==> src/rtl/riscv_soft_host_mem_master.sv <==
// Burst master for the unified-memory host port: takes one load/store command,
// issues cmd_len+1 word requests at consecutive addresses, and waits for the
// matching in-order responses before signalling completion.
module riscv_soft_host_mem_master #(
  parameter int unsigned XPR_LEN      = 32,
  parameter int unsigned LEN_W        = 8,
  parameter logic [2:0]  OP_TYPE_WORD = 3'd2
) (
  input  logic               clk,
  input  logic               reset,
  // command
  input  logic               cmd_valid,
  output logic               cmd_ready,
  input  logic               cmd_write,
  input  logic [XPR_LEN-1:0] cmd_addr,
  input  logic [LEN_W-1:0]   cmd_len,
  // store-data stream
  input  logic               wr_valid,
  output logic               wr_ready,
  input  logic [XPR_LEN-1:0] wr_data,
  // host request
  input  logic               host_req_ready,
  output logic               host_req_valid,
  output logic [1:0]         host_req_op,
  output logic [2:0]         host_req_op_type,
  output logic [XPR_LEN-1:0] host_req_addr,
  output logic [XPR_LEN-1:0] host_req_data,
  // host response
  input  logic               host_resp_valid,
  input  logic [XPR_LEN-1:0] host_resp_data,
  // load data
  output logic               rd_valid,
  output logic [XPR_LEN-1:0] rd_data,
  // status
  output logic               busy,
  output logic               done,
  output logic               err
);

  localparam logic [1:0] MemLoad  = 2'd0;
  localparam logic [1:0] MemStore = 2'd1;

  typedef enum logic [1:0] {StIdle, StIssue, StDrain} state_e;

  state_e             state_q, state_d;
  logic [XPR_LEN-1:0] addr_q, addr_d;
  logic [LEN_W:0]     beats_q, beats_d;
  logic [LEN_W:0]     issued_q, issued_d;
  logic [LEN_W:0]     resp_q, resp_d;
  logic               write_q, write_d;
  logic               done_q, done_d;
  logic               err_q, err_d;

  logic cmd_fire;
  logic req_fire;
  logic resp_ok;
  logic resp_bad;

  // Handshakes and combinational port drive derived from the current state.
  always_comb begin
    // cmd_ready stays low while reset is held, even though the state is already idle
    cmd_ready        = reset & (state_q == StIdle);
    host_req_valid   = (state_q == StIssue) & (write_q ? wr_valid : 1'b1);
    host_req_op      = write_q ? MemStore : MemLoad;
    host_req_op_type = OP_TYPE_WORD;
    host_req_addr    = addr_q;
    host_req_data    = wr_data;
    wr_ready         = (state_q == StIssue) & write_q & host_req_ready;
    cmd_fire         = cmd_valid & cmd_ready;
    req_fire         = host_req_valid & host_req_ready;
    // A response only counts while a burst still owes one; anything else is a protocol error
    resp_ok          = host_resp_valid & (state_q != StIdle) & (resp_q != beats_q);
    resp_bad         = host_resp_valid & ~resp_ok;
    rd_valid         = resp_ok & ~write_q;
    rd_data          = host_resp_data;
    busy             = (state_q != StIdle);
    done             = done_q;
    err              = err_q;
  end

  // Next-state logic for the burst sequencer and its counters.
  always_comb begin
    state_d  = state_q;
    addr_d   = addr_q;
    beats_d  = beats_q;
    issued_d = issued_q;
    resp_d   = resp_q + {{LEN_W{1'b0}}, resp_ok};
    write_d  = write_q;
    done_d   = 1'b0;
    err_d    = err_q;
    unique case (state_q)
      StIdle: begin
        if (cmd_fire) begin
          state_d  = StIssue;
          addr_d   = cmd_addr;
          beats_d  = {1'b0, cmd_len} + {{LEN_W{1'b0}}, 1'b1};
          issued_d = '0;
          resp_d   = '0;
          write_d  = cmd_write;
          err_d    = 1'b0;
        end
      end
      StIssue: begin
        if (req_fire) begin
          addr_d   = addr_q + {{(XPR_LEN-1){1'b0}}, 1'b1};
          issued_d = issued_q + {{LEN_W{1'b0}}, 1'b1};
          if (issued_d == beats_q) begin
            state_d = StDrain;
          end
        end
      end
      StDrain: begin
        if (resp_d == beats_q) begin
          state_d = StIdle;
          done_d  = 1'b1;
        end
      end
      default: state_d = StIdle;
    endcase
    // Error set wins over the clear on command acceptance
    if (resp_bad) begin
      err_d = 1'b1;
    end
  end

  // State registers; reset abandons any burst in flight.
  always_ff @(posedge clk or negedge reset) begin
    if (!reset) begin
      state_q  <= StIdle;
      addr_q   <= '0;
      beats_q  <= '0;
      issued_q <= '0;
      resp_q   <= '0;
      write_q  <= 1'b0;
      done_q   <= 1'b0;
      err_q    <= 1'b0;
    end else begin
      state_q  <= state_d;
      addr_q   <= addr_d;
      beats_q  <= beats_d;
      issued_q <= issued_d;
      resp_q   <= resp_d;
      write_q  <= write_d;
      done_q   <= done_d;
      err_q    <= err_d;
    end
  end

endmodule

==> config.mk <==
export PLATFORM = sky130hd
export DESIGN_NAME = riscv_soft_host_mem_master
export DESIGN_NICKNAME = d
export VERILOG_FILES = /design/src/rtl/riscv_soft_host_mem_master.sv
export SDC_FILE = /design/constraint.sdc
export NUM_CORES = 1
export LEC_CHECK = 0
export CORE_MARGIN = 2
export CORE_UTILIZATION = 41
export DETAILED_ROUTE_END_ITERATION = 8
export HOLD_SLACK_MARGIN = 0.06
export PLACE_DENSITY = 0.81
export RECOVER_POWER = 50
export SYNTH_ARGS = -nofsm -noshare
export SYNTH_HDL_FRONTEND = slang
export SYNTH_SLANG_ARGS = --single-unit
==> constraint.sdc <==
create_clock -name clk -period 3.3 [get_ports clk]
set_clock_uncertainty 0.05 [all_clocks]
set_input_delay 0.33 -clock clk [delete_from_list [all_inputs] [get_ports clk]]
set_output_delay 0.33 -clock clk [all_outputs]
set_load 0.01 [all_outputs]
==> results.yml, run 1 <==
pwr:
  p_seq_frac: 0.366
  netSwitchingPower_mw: 1.72
  vdd_drop_max_mv: 0.428
  cellLeakagePower_nw: 2.02
  p_int_mw: 2.42
  comb_power_share: 0.467
  swShare: 0.415
  p_per_area_mw_per_mm2: 797
  p_clk_frac: 0.167
floorplanning:
  start_util: 0.417
  num_rows: 38
  die-area_sq_mm: 0.0118
  die_y_um: 109
  die_w_um: 109
  pin_count: 219
  core_area_sq_mm: 0.0107
yosys:
  synth_top_family_by_area: "simple AND/OR/NAND/NOR gates"
  synth-adder-area-share: 0.0140
  synth.area.mux_share: 0.00949
  synth_seq_area_share: 0.357
  synthXorXnorAreaFrac: 0.0625
  ys_ff_latch: 64
  synthFlopType: "dfrtp_1"
  syn_area_sq_mm: 0.00448
  yosys_warnings: 0
  synth.avg_cell_area_sq_um: 8.39
  synth-compound-area-share: 0.179
  synthCells: 534
  synth_cell_types: 67
  synth-edff-count: 0
  ys_async_sr_fraction: 1.00
  yosys.area_share.simple: 0.235
sta:
  maxSlewHeadroom: -0.0998
  setup_tns_ns: 0
  hold_viol: 0
  max_clock_freq_ghz: 0.331
  period_share: 0.915
  rsz0062_at_grt: "no"
  min_period_ns: 3.02
  setup_viol: 0
  whs_ns: 0.365
  slew_violations: 65
  tightest_slew_ns: 1.65
route:
  dr.pass1.iters: 5
  wire_per_inst_um: 17.1
  wl_um: 11900
  post-route-drc-count: 0
  vias: 4026
  antenna_left: 0
  drtIter0Drc: 303
  vias_per_cell: 5.78
clocking:
  cts_resized: 0
  cts_root_buf: "clkbuf_8"
  post_cts_buffers: 0
  clock_latency_ns: 0.35
  ctsHoldBuffers: 0
  h-tree-depth: 3
  cts_made_buffers: 9
  clockBufferDepth: 2
  clkTransAtPathRegs_ns: 0.07
  cts_tree: "yes"
  cts_sinks: 64
global_route:
  track_usage: 0.202
  grt_pass1_wl_um: 18800
  grt_pass1_vias: 3766
  grt-ovfl-total: 0
  antenna_found_initial: 0
  grt_max_degree: 65
layout:
  layoutNonFillerInstCount: 696
  drive_gt1_frac: 0.0773
  fin_nets: 667
  area_growth_pct: 16.0
  num_antenna_cells: 0
outcome:
  violations: "capacitance limit, slew limit"
  status: "finished, violations left"
worst_setup_path:
  crit_fanout: 6
  endpoint_kind: "register"
  cp.required_ns: 3.48
  critPathKind: "register to register"
  crit_arrival_ns: 3.20
  worstSetupStartpointType: "register"
placed_design:
  portBuffers: 86
  gp_congestion: 0.906
  dp.cells: 680
  hpwl_um: 8540
job:
  max_cap_violations: 1
worst_hold_path:
  hp-class: "input port to register"
==> kinds of logic (layout without fill, tap and decap cells) <==
group | after synthesis | count (layout)
flops | 64 | 64
xor+xnor | 32 | 32
simple gates | 200 | 200
buf+inv | 97 | 117
compound gates | 130 | 130
mux | 4 | 4
other cells | 2 | 4
fa+ha+maj | 5 | 5
==> sequential cells by signal, summed over array words and instances, names as in the netlist <==
name,count
beats_q,9
host_req_addr,32
write_q,1
done,1
state_q,2
err,1
resp_q,9
issued_q,9
==> area by class of cell <==
class                   count  area, sq um
repair buffers             97          935
clock buffers              13          159
clock inverters             3         40.0
flip-flops and latches     64         1600
fillers                  1014         5550
inverters                   4         15.0
multi-input cells         375         2270
well taps                 140          175
==> per-stage QoR <==
stage	util	power [mW]	area [sq um]	setup slack (ns)
after floorplan	-	2.66	4490	0.564
after global placement	0.466	3.35	5000	0.426
after detailed placement	0.466	3.43	5000	0.286
after CTS	0.484	4.14	5200	0.276
after global routing	0.484	4.40	5200	0.00248
final	0.484	4.14	5200	0.281
==> synth_stat cells (all sizes together) (3+ instances only) <==
cell    instances  area (sq um)
a211oi         10          75.1
a21oi          39           195
a22o            3          26.3
and2            3          18.8
and3            9          56.3
buf            78           561
clkbuf         15          57.6
dfrtp          64          1600
ha              5          62.6
inv             4          15.0
nand2          43           161
nand2b          8          50.1
nand3          32           165
nand4          10          83.8
nor2           49           196
nor2b           5          31.3
nor3           12          65.1
nor3b           5          37.5
nor4            8          56.3
o211ai          3          27.5
o21ai          32           160
o22ai          19           119
o31ai           4          30.0
o32ai           3          26.3
or2             3          18.8
or3             3          18.8
xnor2          12           105
xor2           20           175
==> critical path, cell delays in order, from the launching register on <==
cell	delay [ns]
dfrtp_1	0.45
xor2_1	0.23
nor4_1	0.29
nand3_1	0.12
nand3_1	0.15
inv_1	0.06
ha_1	0.21
ha_1	0.31
xor2_1	0.17
a211oi_1	0.19
nor4bb_1	0.30
nand4_1	0.18
nand2_1	0.11
o22ai_1	0.08
==> power by group through the flow <==
stage | clock network (mW) | registers (mW) | logic [mW]
detailed placement | 0 | 1.52 | 1.92
floorplan | 0 | 1.47 | 1.20
finish | 0.694 | 1.52 | 1.93
CTS | 0.702 | 1.50 | 1.93
global route | 0.726 | 1.57 | 2.11
global placement | 0 | 1.50 | 1.86
==> cell usage in the layout (no fill, tap or decap), drive strengths merged, types with 3 or more instances in the layout <==
cell and instances:
nor3b 5, a22o 3, conb 4, nand2b 8, a211oi 10, or2 3, nand4 10, clkbuf 15
xor2 20, o211ai 3, and2 3, nand3 32, nor4 8, o21ai 32, nor2 49, and3 9
dfrtp 64, o32ai 3, buf 10, nor2b 5, or3 3, nand2 43, clkdlybuf4s50 85, a21oi 39
ha 5, o31ai 4, xnor2 12, nor3 12, inv 4, o22ai 19
==> final timing paths <==
path	startpoint	to	slack, ns	cells past startpoint
min in group asynchronous	reset	beats_q[4]$_DFFE_PN0P_	0.61	2
setup reg to reg	resp_q[6]$_DFF_PN0_	state_q[1]$_DFFE_PN0P_	0.28	13
hold / removal	reset	host_req_addr[13]$_DFFE_PN0P_	0.36	4
hold reg to reg	host_req_addr[28]$_DFFE_PN0P_	host_req_addr[28]$_DFFE_PN0P_	0.46	1
max in group asynchronous	reset	host_req_addr[18]$_DFFE_PN0P_	1.62	2
setup / recovery	resp_q[6]$_DFF_PN0_	state_q[1]$_DFFE_PN0P_	0.28	13
==> layer usage <==
layer | track usage | vias to the layer above | wire length (um)
met5 | 0 | - | 0
met3 | 0.0410 | 36 | 792
met2 | 0.321 | 175 | 5870
li1 | - | 1877 | -
met1 | 0.265 | 1938 | 4950
met4 | 0.0962 | 0 | 289
Power figures use the tool's default switching activity.
==> run 2: changes to the inputs <==
Settings changed: CTS_CLUSTER_DIAMETER set to 200, GPL_TIMING_DRIVEN set to 0, SLEW_MARGIN set to 20.
==> results.yml, run 2 (synthesized netlist as in run 1, its figures left out) <==
worst_setup_path:
  cp.required_ns: 3.45
  critPathLaunch: "beats_q[7]$_DFFE_PN0P_"
  crit_end: "state_q[1]$_DFFE_PN0P_"
  crit_arrival_ns: 3.23
  worstSetupStartpointType: "register"
  reg2reg_depth: 13
  rrSetupSlack_ns: 0.22
  timing.rr.end: "state_q[1]$_DFFE_PN0P_"
  r2r_start: "beats_q[7]$_DFFE_PN0P_"
  crit_fanout: 5
  endpoint_kind: "register"
  critPathKind: "register to register"
route:
  dr_wl_met2_um: 6990
  top_layer_used: "met4"
  wl_um: 13900
  drtIter0Drc: 344
  post-route-drc-count: 0
  dr.pass1.iters: 5
  wire_per_inst_um: 16.5
  vias_per_cell: 5.57
  vias: 4695
  antenna_left: 0
  met3_length_um: 1200
  wl_met1_um: 5360
floorplanning:
  die_y_um: 109
  core_area_sq_mm: 0.0107
  die-area_sq_mm: 0.0118
  pin_count: 219
  die_w_um: 109
  start_util: 0.417
  num_rows: 38
pwr:
  p_per_area_mw_per_mm2: 693
  swShare: 0.413
  p_total_mw: 4.45
  vdd_drop_max_mv: 0.385
  netSwitchingPower_mw: 1.84
  p_seq_frac: 0.335
  comb_power_share: 0.487
  p_clk_frac: 0.178
  cellLeakagePower_nw: 2.63
  p_int_mw: 2.61
layout:
  largest_register_ff_count: 32
  num_antenna_cells: 0
  area_growth_pct: 43.5
  utilization: 0.599
  drive_gt1_frac: 0.168
  fin_nets: 814
  layout_common_cells: "98 x clkdlybuf4s50_1, 71 x buf_4, 60 x dfrtp_1"
  layout_commonest_cell: "clkdlybuf4s50_1"
sta:
  setup_tns_ns: 0
  maxSlewHeadroom: 0.223
  tightest_slew_ns: 1.17
  period_share: 0.934
  max_clock_freq_ghz: 0.324
  setup_viol: 0
  hold_viol: 0
  slew_violations: 0
  min_period_ns: 3.08
  rsz0062_at_grt: "no"
global_route:
  antenna_found_initial: 0
  grt_max_degree: 47
  track_usage: 0.230
  grt_pass1_wl_um: 21100
  grt_pass1_vias: 4349
  grt-ovfl-total: 0
clocking:
  cts_made_buffers: 9
  clkTransAtPathRegs_ns: 0.07
  clockBufferDepth: 2
  cts_tree: "yes"
  cts_root_buf: "clkbuf_8"
  cts_sinks: 64
  clock_latency_ns: 0.35
  h-tree-depth: 3
job:
  max_cap_violations: 0
outcome:
  status: "finished clean"
placed_design:
  hpwl_um: 10400
  portBuffers: 150
  gp_congestion: 0.878
worst_hold_path:
  hp-class: "input port to async pin"
-- run 2: changes by cell type in the layout (fill, tap and decap cells not counted), sizes merged --
cell           delta
buf              +70
dlygate4sd3      +52
clkdlybuf4s50    +13
clkbuf           +11
bufinv            +1
clkinv            -1
clkinvlp          +1
-- run 2: what timing repair did --
action,CTS,global route
setup endpoints to repair,0,2
hold endpoints to repair,18,0
buffers inserted,0,1
resized for setup,0,7
hold buffers,1,0
-- run 2: layout make-up --
| class | instances | area (sq um) |
|---|---|---|
| Fill cell | 948 | 4310 |
| Multi-Input combinational cell | 375 | 2270 |
| Sequential cell | 64 | 1610 |
| Timing Repair Buffer | 153 | 1520 |
| Buffer | 91 | 611 |
| Tap cell | 140 | 175 |
| Clock buffer | 12 | 155 |
| Clock inverter | 4 | 76.3 |
| Inverter | 4 | 15.0 |
-- run 2: routing by layer --
metal  vias to the layer above  GRT usage
li1                       2172          -
met1                      2201      0.285
met2                       291      0.387
met3                        31     0.0374
met4                         0      0.114
met5                         -          0
-- run 2: worst max-delay path, cell delays in order (launching register included) --
cell      delay [ns]
dfrtp_2         0.45
xor2_1          0.21
nor4_1          0.29
nand3_1         0.18
nand3_2         0.14
inv_1           0.05
ha_1            0.21
ha_1            0.31
xor2_1          0.17
a211oi_1        0.19
nor4bb_2        0.25
nand4_1         0.23
nand2_1         0.12
o22ai_1         0.08
-- run 2: per-stage QoR --
stage / setup WS (ns) / instances / instance area, sq um / hold slack (ns)
6_report: 0.217 / 843 / 6430 / 0.364
5_1_grt: 0.0426 / 843 / 6430 / 0.385
4_1_cts: 0.0349 / 844 / 6430 / 0.363
3_5_place_dp: 0.0395 / 827 / 6190 / 0.193
3_3_place_gp: -1.61 / 826 / 6170 / 0.443
2_1_floorplan: 0.564 / 536 / 4490 / -0.0156
-- run 2: how the worst min path moves through the flow --
stage	end	slack, ns	from	depth (start not counted)
final	host_req_addr[27]$_DFFE_PN0P_	0.36	reset	2
after global routing	host_req_addr[27]$_DFFE_PN0P_	0.38	reset	2
after CTS	host_req_addr[28]$_DFFE_PN0P_	0.36	reset	2
after detailed placement	host_req_addr[28]$_DFFE_PN0P_	0.19	reset	1
after global placement	err$_DFFE_PN0P_	0.44	err$_DFFE_PN0P_	1
after floorplan	beats_q[0]$_DFFE_PN0P_	-0.02	reset	0
-- run 2: power groups by stage --
stage | Sequential, mW | Combinational, mW | Clock, mW
5_1_grt | 1.53 | 2.35 | 0.831
4_1_cts | 1.47 | 2.17 | 0.798
6_report | 1.49 | 2.17 | 0.791
2_1_floorplan | 1.47 | 1.20 | 0
3_5_place_dp | 1.48 | 2.16 | 0
3_3_place_gp | 1.47 | 2.10 | 0
